==> src/rtl/reg_seq_ctrl.sv <==
// reg_seq_ctrl
// ------------
// Micro-sequencer sitting in front of the A/B/OUT register bank. It takes one
// instruction at a time and runs it through IDLE -> (EXEC) -> WB -> IDLE.
// ALU instructions spend ALU_LAT cycles in EXEC while the ALU op is driven.
// WB lasts one cycle. In WB the controller raises at most one register write
// enable, drives the write data onto the shared bus and pulses done.
//
// Handshake: an instruction transfers on a rising edge where instr_valid and
// instr_ready are both 1. instr_ready is 1 only in IDLE (and while rst is
// high). While busy, the opcode/imm inputs are ignored and nothing is queued.
//
// Ports:
//   clk, rst          clock (rising edge), synchronous active-high reset
//   instr_valid/ready instruction handshake
//   opcode, imm       instruction; imm[2:0] is the ALU op for ALU opcodes
//   A_reg, B_reg      current register values (read combinationally in WB)
//   alu_result        ALU output (read combinationally in WB)
//   alu_op            ALU operation select
//   C_in              shared write data bus to the register bank
//   write_a/b/o       one-cycle write enables for A, B and OUT
//   busy              instruction in flight (EXEC or WB)
//   done              one-cycle completion pulse in WB
//   err               sticky illegal-opcode flag, cleared only by rst
//   dbg_state_o       current FSM state (0 IDLE, 1 EXEC, 2 WB)
module reg_seq_ctrl #(
    parameter int ALU_LAT = 2,
    parameter int DW      = 8
) (
    input  logic          clk,
    input  logic          rst,
    input  logic          instr_valid,
    output logic          instr_ready,
    input  logic [3:0]    opcode,
    input  logic [DW-1:0] imm,
    input  logic [DW-1:0] A_reg,
    input  logic [DW-1:0] B_reg,
    input  logic [DW-1:0] alu_result,
    output logic [2:0]    alu_op,
    output logic [DW-1:0] C_in,
    output logic          write_a,
    output logic          write_b,
    output logic          write_o,
    output logic          busy,
    output logic          done,
    output logic          err,
    output logic [1:0]    dbg_state_o
);

    typedef enum logic [1:0] {
        ST_IDLE = 2'd0,
        ST_EXEC = 2'd1,
        ST_WB   = 2'd2
    } state_t;

    localparam logic [3:0] OP_NOP  = 4'd0;
    localparam logic [3:0] OP_LDA  = 4'd1;
    localparam logic [3:0] OP_LDB  = 4'd2;
    localparam logic [3:0] OP_ALUA = 4'd3;
    localparam logic [3:0] OP_ALUO = 4'd4;
    localparam logic [3:0] OP_MOVA = 4'd5;
    localparam logic [3:0] OP_MOVB = 4'd6;

    localparam logic [3:0] CNT_INIT = 4'(ALU_LAT - 1);

    state_t        state_q, state_d;
    logic [3:0]    cnt_q, cnt_d;
    logic [3:0]    op_q, op_d;
    logic [DW-1:0] imm_q, imm_d;
    logic          err_q, err_d;

    always_ff @(posedge clk) begin
        if (rst) begin
            state_q <= ST_IDLE;
            cnt_q   <= 4'd0;
            op_q    <= 4'd0;
            imm_q   <= '0;
            err_q   <= 1'b0;
        end else begin
            state_q <= state_d;
            cnt_q   <= cnt_d;
            op_q    <= op_d;
            imm_q   <= imm_d;
            err_q   <= err_d;
        end
    end

    always_comb begin
        state_d     = state_q;
        cnt_d       = cnt_q;
        op_d        = op_q;
        imm_d       = imm_q;
        err_d       = err_q;
        instr_ready = 1'b0;
        busy        = 1'b0;
        alu_op      = 3'd0;
        C_in        = '0;
        write_a     = 1'b0;
        write_b     = 1'b0;
        write_o     = 1'b0;
        done        = 1'b0;

        if (rst) begin
            // Outputs are forced quiet while reset is held, whatever the
            // state register still contains.
            instr_ready = 1'b1;
        end else begin
            unique case (state_q)
                ST_IDLE: begin
                    instr_ready = 1'b1;
                    if (instr_valid) begin
                        op_d  = opcode;
                        imm_d = imm;
                        if (opcode == OP_ALUA || opcode == OP_ALUO) begin
                            state_d = ST_EXEC;
                            cnt_d   = CNT_INIT;
                        end else begin
                            state_d = ST_WB;
                        end
                    end
                end
                ST_EXEC: begin
                    busy   = 1'b1;
                    alu_op = imm_q[2:0];
                    if (cnt_q == 4'd0) begin
                        state_d = ST_WB;
                    end else begin
                        cnt_d = cnt_q - 4'd1;
                    end
                end
                ST_WB: begin
                    busy    = 1'b1;
                    done    = 1'b1;
                    state_d = ST_IDLE;
                    case (op_q)
                        OP_NOP: ;
                        OP_LDA: begin
                            write_a = 1'b1;
                            C_in    = imm_q;
                        end
                        OP_LDB: begin
                            write_b = 1'b1;
                            C_in    = imm_q;
                        end
                        OP_ALUA: begin
                            // ALU op is held from EXEC so alu_result stays valid.
                            alu_op  = imm_q[2:0];
                            write_a = 1'b1;
                            C_in    = alu_result;
                        end
                        OP_ALUO: begin
                            alu_op  = imm_q[2:0];
                            write_o = 1'b1;
                            C_in    = alu_result;
                        end
                        OP_MOVA: begin
                            write_o = 1'b1;
                            C_in    = A_reg;
                        end
                        OP_MOVB: begin
                            write_o = 1'b1;
                            C_in    = B_reg;
                        end
                        default: err_d = 1'b1;
                    endcase
                end
                default: state_d = ST_IDLE;
            endcase
        end
    end

    assign err         = err_q;
    assign dbg_state_o = state_q;

endmodule
==> config.mk <==
export PLATFORM = sky130hd
export DESIGN_NAME = reg_seq_ctrl
export DESIGN_NICKNAME = d
export VERILOG_FILES = /design/src/rtl/reg_seq_ctrl.sv
export SDC_FILE = /design/constraint.sdc
export NUM_CORES = 1
export LEC_CHECK = 0
export CAP_MARGIN = 25
export CORE_MARGIN = 3
export CORE_UTILIZATION = 44
export CTS_CLUSTER_SIZE = 24
export DETAILED_ROUTE_END_ITERATION = 6
export PLACE_DENSITY = 0.92
export SLEW_MARGIN = 20
export SYNTH_ARGS = -nofsm -noshare
export SYNTH_HDL_FRONTEND = slang
export SYNTH_SLANG_ARGS = --single-unit
export TNS_END_PERCENT = 30
==> constraint.sdc <==
create_clock -name clk -period 2.86 [get_ports clk]
set_input_delay 0.429 -clock clk [delete_from_list [all_inputs] [get_ports clk]]
set_output_delay 0.429 -clock clk [all_outputs]
set_load 0.01 [all_outputs]
### Yosys cells after proc, flatten, opt, wreduce, memory -nomap -nowiden

Cells that the tools add are included.

| storage, ports and cells | value |
|---|---|
| input port bits | 39 |
| register bits | 19 |
| word-level logic and storage cells | 65 |

| operators by class | value |
|---|---|
| reduce and logical (&&, ||, !) cells | 15 |
| equal/unequal tests | 14 |
| add/subtract/negate cells | 1 |
| bitwise operators | 1 |
| multiplexer cells | 29 |

Operator list:

| cell | count |
|---|---|
| one-hot mux 8 bit (4 select lines) | 1 |
| == test 4 x 3 -> 1 bit (second input constant) | 4 |
| two-way mux 8 bit | 2 |
| two-way mux 1 bit | 15 |
| == test 4 x 2 -> 1 bit (second input constant) | 3 |
| two-way mux 4 bit | 3 |
| logical NOT 4 bit | 2 |
| inequality test 2 bit (second input constant) | 4 |
| one-hot mux 4 bit (2 select lines) | 1 |
| OR reduction 2 bit | 4 |
| OR reduction 7 bit | 1 |
| two-way mux 2 bit | 3 |
| two-way mux 3 bit | 2 |
| one-hot mux 3 bit (2 select lines) | 1 |
| AND reduction 2 bit | 3 |
| == test 4 x 1 -> 1 bit (second input constant) | 1 |
| one-hot mux 2 bit (2 select lines) | 1 |
| AND reduction 4 bit | 1 |
| subtractor 4 x 1 -> 4 bit (second input constant) | 1 |
| OR reduction 3 bit | 1 |
| == test 2 x 1 -> 1 bit (second input constant) | 1 |
| == test 2 bit (second input constant) | 1 |
| logical NOT 2 bit | 1 |
| nonzero test 2 bit | 1 |
| other kinds (2) | 2 |

### Logic depth before layout (Yosys ltp)

| depth | value |
|---|---|
| depth in word-level cells | 5 |
| gate-level depth with buffers | 6 |

### Worst setup path before layout

Ideal clock, no wire load.

| path | value |
|---|---|
| path kind | register to output |
| from | register op_q[0] |
| to | output port alu_op[0] |
| path slack | 1.038 ns |
| stages on the path, launching flop included | 6 |
| arrival | 1.393 ns |
| data required time | 2.431 ns |
| buffers on the path | 1 |
| cell sequence | dfxtp_1 -> buf_2 -> or3b_1 -> a21oi_4 -> a21oi_2 -> and3b_1 |

| between the ends | value |
|---|---|
| word-level cells in the longest chain between the ends | 5 |
| elaborated cells between the ends (all ways) | 6 |
| those cells by class | 2 x eq/ne; 3 x mux; 1 x reduce/logical |

RTL lines:

| what | line | source |
|---|---|---|
| start: declaration | 68 | `logic [3:0] op_q, op_d;` |
| start signal: assignment | 82 | `op_q <= op_d;` |
| == test 4 x 3 -> 1 bit / == test 4 x 2 -> 1 bit (equally long branches) | 135 | `case (op_q)` |
| OR reduction 2 bit (no line) (*) | - |  |
| two-way mux 3 bit (*) | 135 |  |
| one-hot mux 3 bit (2 select lines) (*) | 108 | `unique case (state_q)` |
| two-way mux 3 bit (*) | 103 | `if (rst) begin` |
| end: declaration | 39 | `output logic [2:0] alu_op,` |

Every way passes the cells marked *; elsewhere a longest branch is shown, timed or not.

### Final worst setup path

| path | value |
|---|---|
| from | register op_q[2] |
| to | output port alu_op[0] |

Same word-level chain as after synthesis.

==> metrics.yaml <==
flow_run:
  maxCapViolCount: 0
cts:
  cts_root_buffer: "clkbuf_4"
  post_cts_buffers: 0
  cts.path.max_buffers: 2
  cts_tree: "built"
  clkSinkCount: 19
  hold_buffers: 0
  numCtsBuffers: 3
  cts_max_level: 1
  insertion_delay_ns: 0.32
  clk_pin_slew_ns: 0.10
synthesis:
  syn-num-nets: 204
  synthArstFlopShare_pct: 0
  syn_inst: 160
  synth-seq-cells: 19
  yosys.area.top_type: "dfxtp_1"
  ys.flop_type: "dfxtp_1"
  yosysMostFrequentCell: "nand2_1"
  synth_area_mm2: 0.00125
  synth_top_area_share_pct: 30.4
  ys_warn_count: 0
  synth_cell_types: 39
  synthTopCellsByArea: "dfxtp_1, nand2_1, a21oi_1, a222oi_1, a22o_1"
  yosys-top-cells-count: "nand2_1, dfxtp_1, nor2_1"
  synth_edf_count: 0
  synth_seq_area_share_pct: 30.4
  synth_area_per_cell_um2: 7.83
global_route:
  grt_pass1_vias: 1380
  grt_overflow: 0
  antenna_found_initial: 0
  grt_pass1_wl_um: 6000
  grt_max_degree: 21
  track_usage_pct: 22.5
detailed_routing:
  wl_per_cell_um: 15.8
  drc_errors: 0
  vias_per_cell: 5.98
  drt_wl_total_um: 3900
  drtPass1Iterations: 6
  dr.first_iter.drc_count: 101
  vias: 1477
  drtAntennaViolNets: 0
final_layout:
  multi_input_area_um2: 817
  antenna_cells: 0
  seqCellArea_um2: 384
  layoutNonFillerInstCount: 247
  fin_nets: 262
  fill_cells: 190
  drive_gt1_share_pct: 8.76
  syn_to_final_growth_pct: 51.6
  fin_area_mm2: 0.00190
  fin_util_pct: 73.3
critical_path:
  crit_path_start_kind: "flip-flop"
  worstSetupPathType: "reg2out"
  critPathCaptureType: "output pin"
  r2r-start: "cnt_q[0]"
  required_ns: 2.43
  reg2reg_to: "cnt_q[2]"
  cp.arrival_ns: 2.26
  r2r_cells: 6
  crit_fanout: 9
  r2r_slack_ns: 1.16
floorplanning:
  die_w_um: 59.4
  io_pins: 59
  core_area_mm2: 0.00259
  die_h_um: 59.4
  floorplan.initialDensity_pct: 48.4
  die-area_mm2: 0.00352
  rows: 18
sta:
  final-setup-viol-count: 0
  max_clock_freq_mhz: 371
  tightest_slew_ns: 0.645
  worst_slack_ns: 0.167
  rsz0062_at_grt: "no"
  hold_violations: 0
  slew_viol_final: 0
  fin_crit_ns: 2.69
  setup_tns_ns: 0
  finalCritPeriodShare_pct: 94.2
  clock_skew_ns: 0.00566
  max_slew_margin_pct: 56.9
power:
  ir_drop_v: 0.000372
  leakagePower_nw: 0.721
  p_per_area_mw_per_mm2: 344
place:
  pre_cts_ws_ns: 0.289
  place.gp.congestion: 0.779
  placed_cells: 242
  post_dp_cell_area_mm2: 0.00186
  io_buffers: 58
  hpwlAfterDp_um: 2980
worst_hold_path:
  hold_end: "cnt_q[0]"
  hold_class: "reg2reg"
  hp-start: "cnt_q[0]"
  worstHoldPathCells: 1
status:
  status: "finished, final reports clean"
[worst max path at each step]
stage	startpoint	endpoint
3_5_place_dp	rst	C_in[2]
6_report	op_q[2]	alu_op[0]
3_3_place_gp	rst	C_in[6]
2_1_floorplan	op_q[0]	alu_op[0]
4_1_cts	op_q[2]	alu_op[0]
5_1_grt	dbg_state_o[0]	C_in[0]
[stage by stage]
step	total power, mW	hold WS (ns)
2_1_floorplan	0.412	0.435
3_3_place_gp	0.503	0.452
3_5_place_dp	0.511	0.455
4_1_cts	0.653	0.474
5_1_grt	0.690	0.507
6_report	0.653	0.475
[layout by cell type (no fill, tap or decap), drive strengths merged, types with 4 or more instances in the layout]
cell / count
a22o: 8
ha: 5
nor2: 18
inv: 8
nor2b: 5
a21oi: 20
a222oi: 8
nand2: 26
clkdlybuf4s50: 58
dfxtp: 19
o21ai: 4
[power by group]
group,internal (mW),leakage [nW],switching [mW]
registers,0.282,0.157,0.0199
clock network,0.0525,0.0177,0.0887
logic,0.114,0.546,0.0957
total,0.449,0.721,0.204
[flip-flops by register name, indices dropped and copies added, names as in the netlist]
| name | count |
|---|---|
| op_q | 4 |
| imm_q | 8 |
| err | 1 |
| dbg_state_o | 2 |
| cnt_q | 4 |
[kinds of logic (layout without fill, tap and decap cells)]
logic type / after synthesis / after routing / synth area share (%)
AO/OA/AOI/OAI: 47 / 48 / 28.4
flip-flops: 19 / 19 / 30.4
AND/OR/NAND/NOR: 71 / 71 / 30.1
buffers and inverters: 17 / 73 / 5.29
multiplexers: 1 / 1 / 0.899
adder cells (fa/ha/maj): 5 / 5 / 5.00
[per-layer routing]
layer	wire, um	share of wire, %	track usage, %	up-vias
li1	-	-	-	698
met1	1540	39	28.5	696
met2	1970	51	37.1	76
met3	321	8.2	3.49	7
met4	68	1.7	10.7	0
met5	0	0	0	-
[repair_timing]
item                                    CTS  global route
gates resized for setup                   0             4
endpoints found under the setup margin    0            11
endpoints found under the hold margin     0             0
[critical path, stage by stage, from the launching register on]
cell and delay [ns]:
dfxtp_2 0.41, or3b_4 0.43, a21oi_4 0.25, a21oi_2 0.11, and3b_1 0.22, clkdlybuf4s50_1 0.54
[area by class of cell]
| cell class | instances | area share [%] |
|---|---|---|
| clock buffers | 3 | 1.19 |
| clock inverters | 1 | 0.264 |
| repair buffers | 61 | 31.8 |
| well taps | 30 | 1.98 |
| inverters | 8 | 1.58 |
| multi-input cells | 125 | 43.0 |
| flip-flops and latches | 19 | 20.2 |
Note: power is estimated with default switching activity, not from simulation.
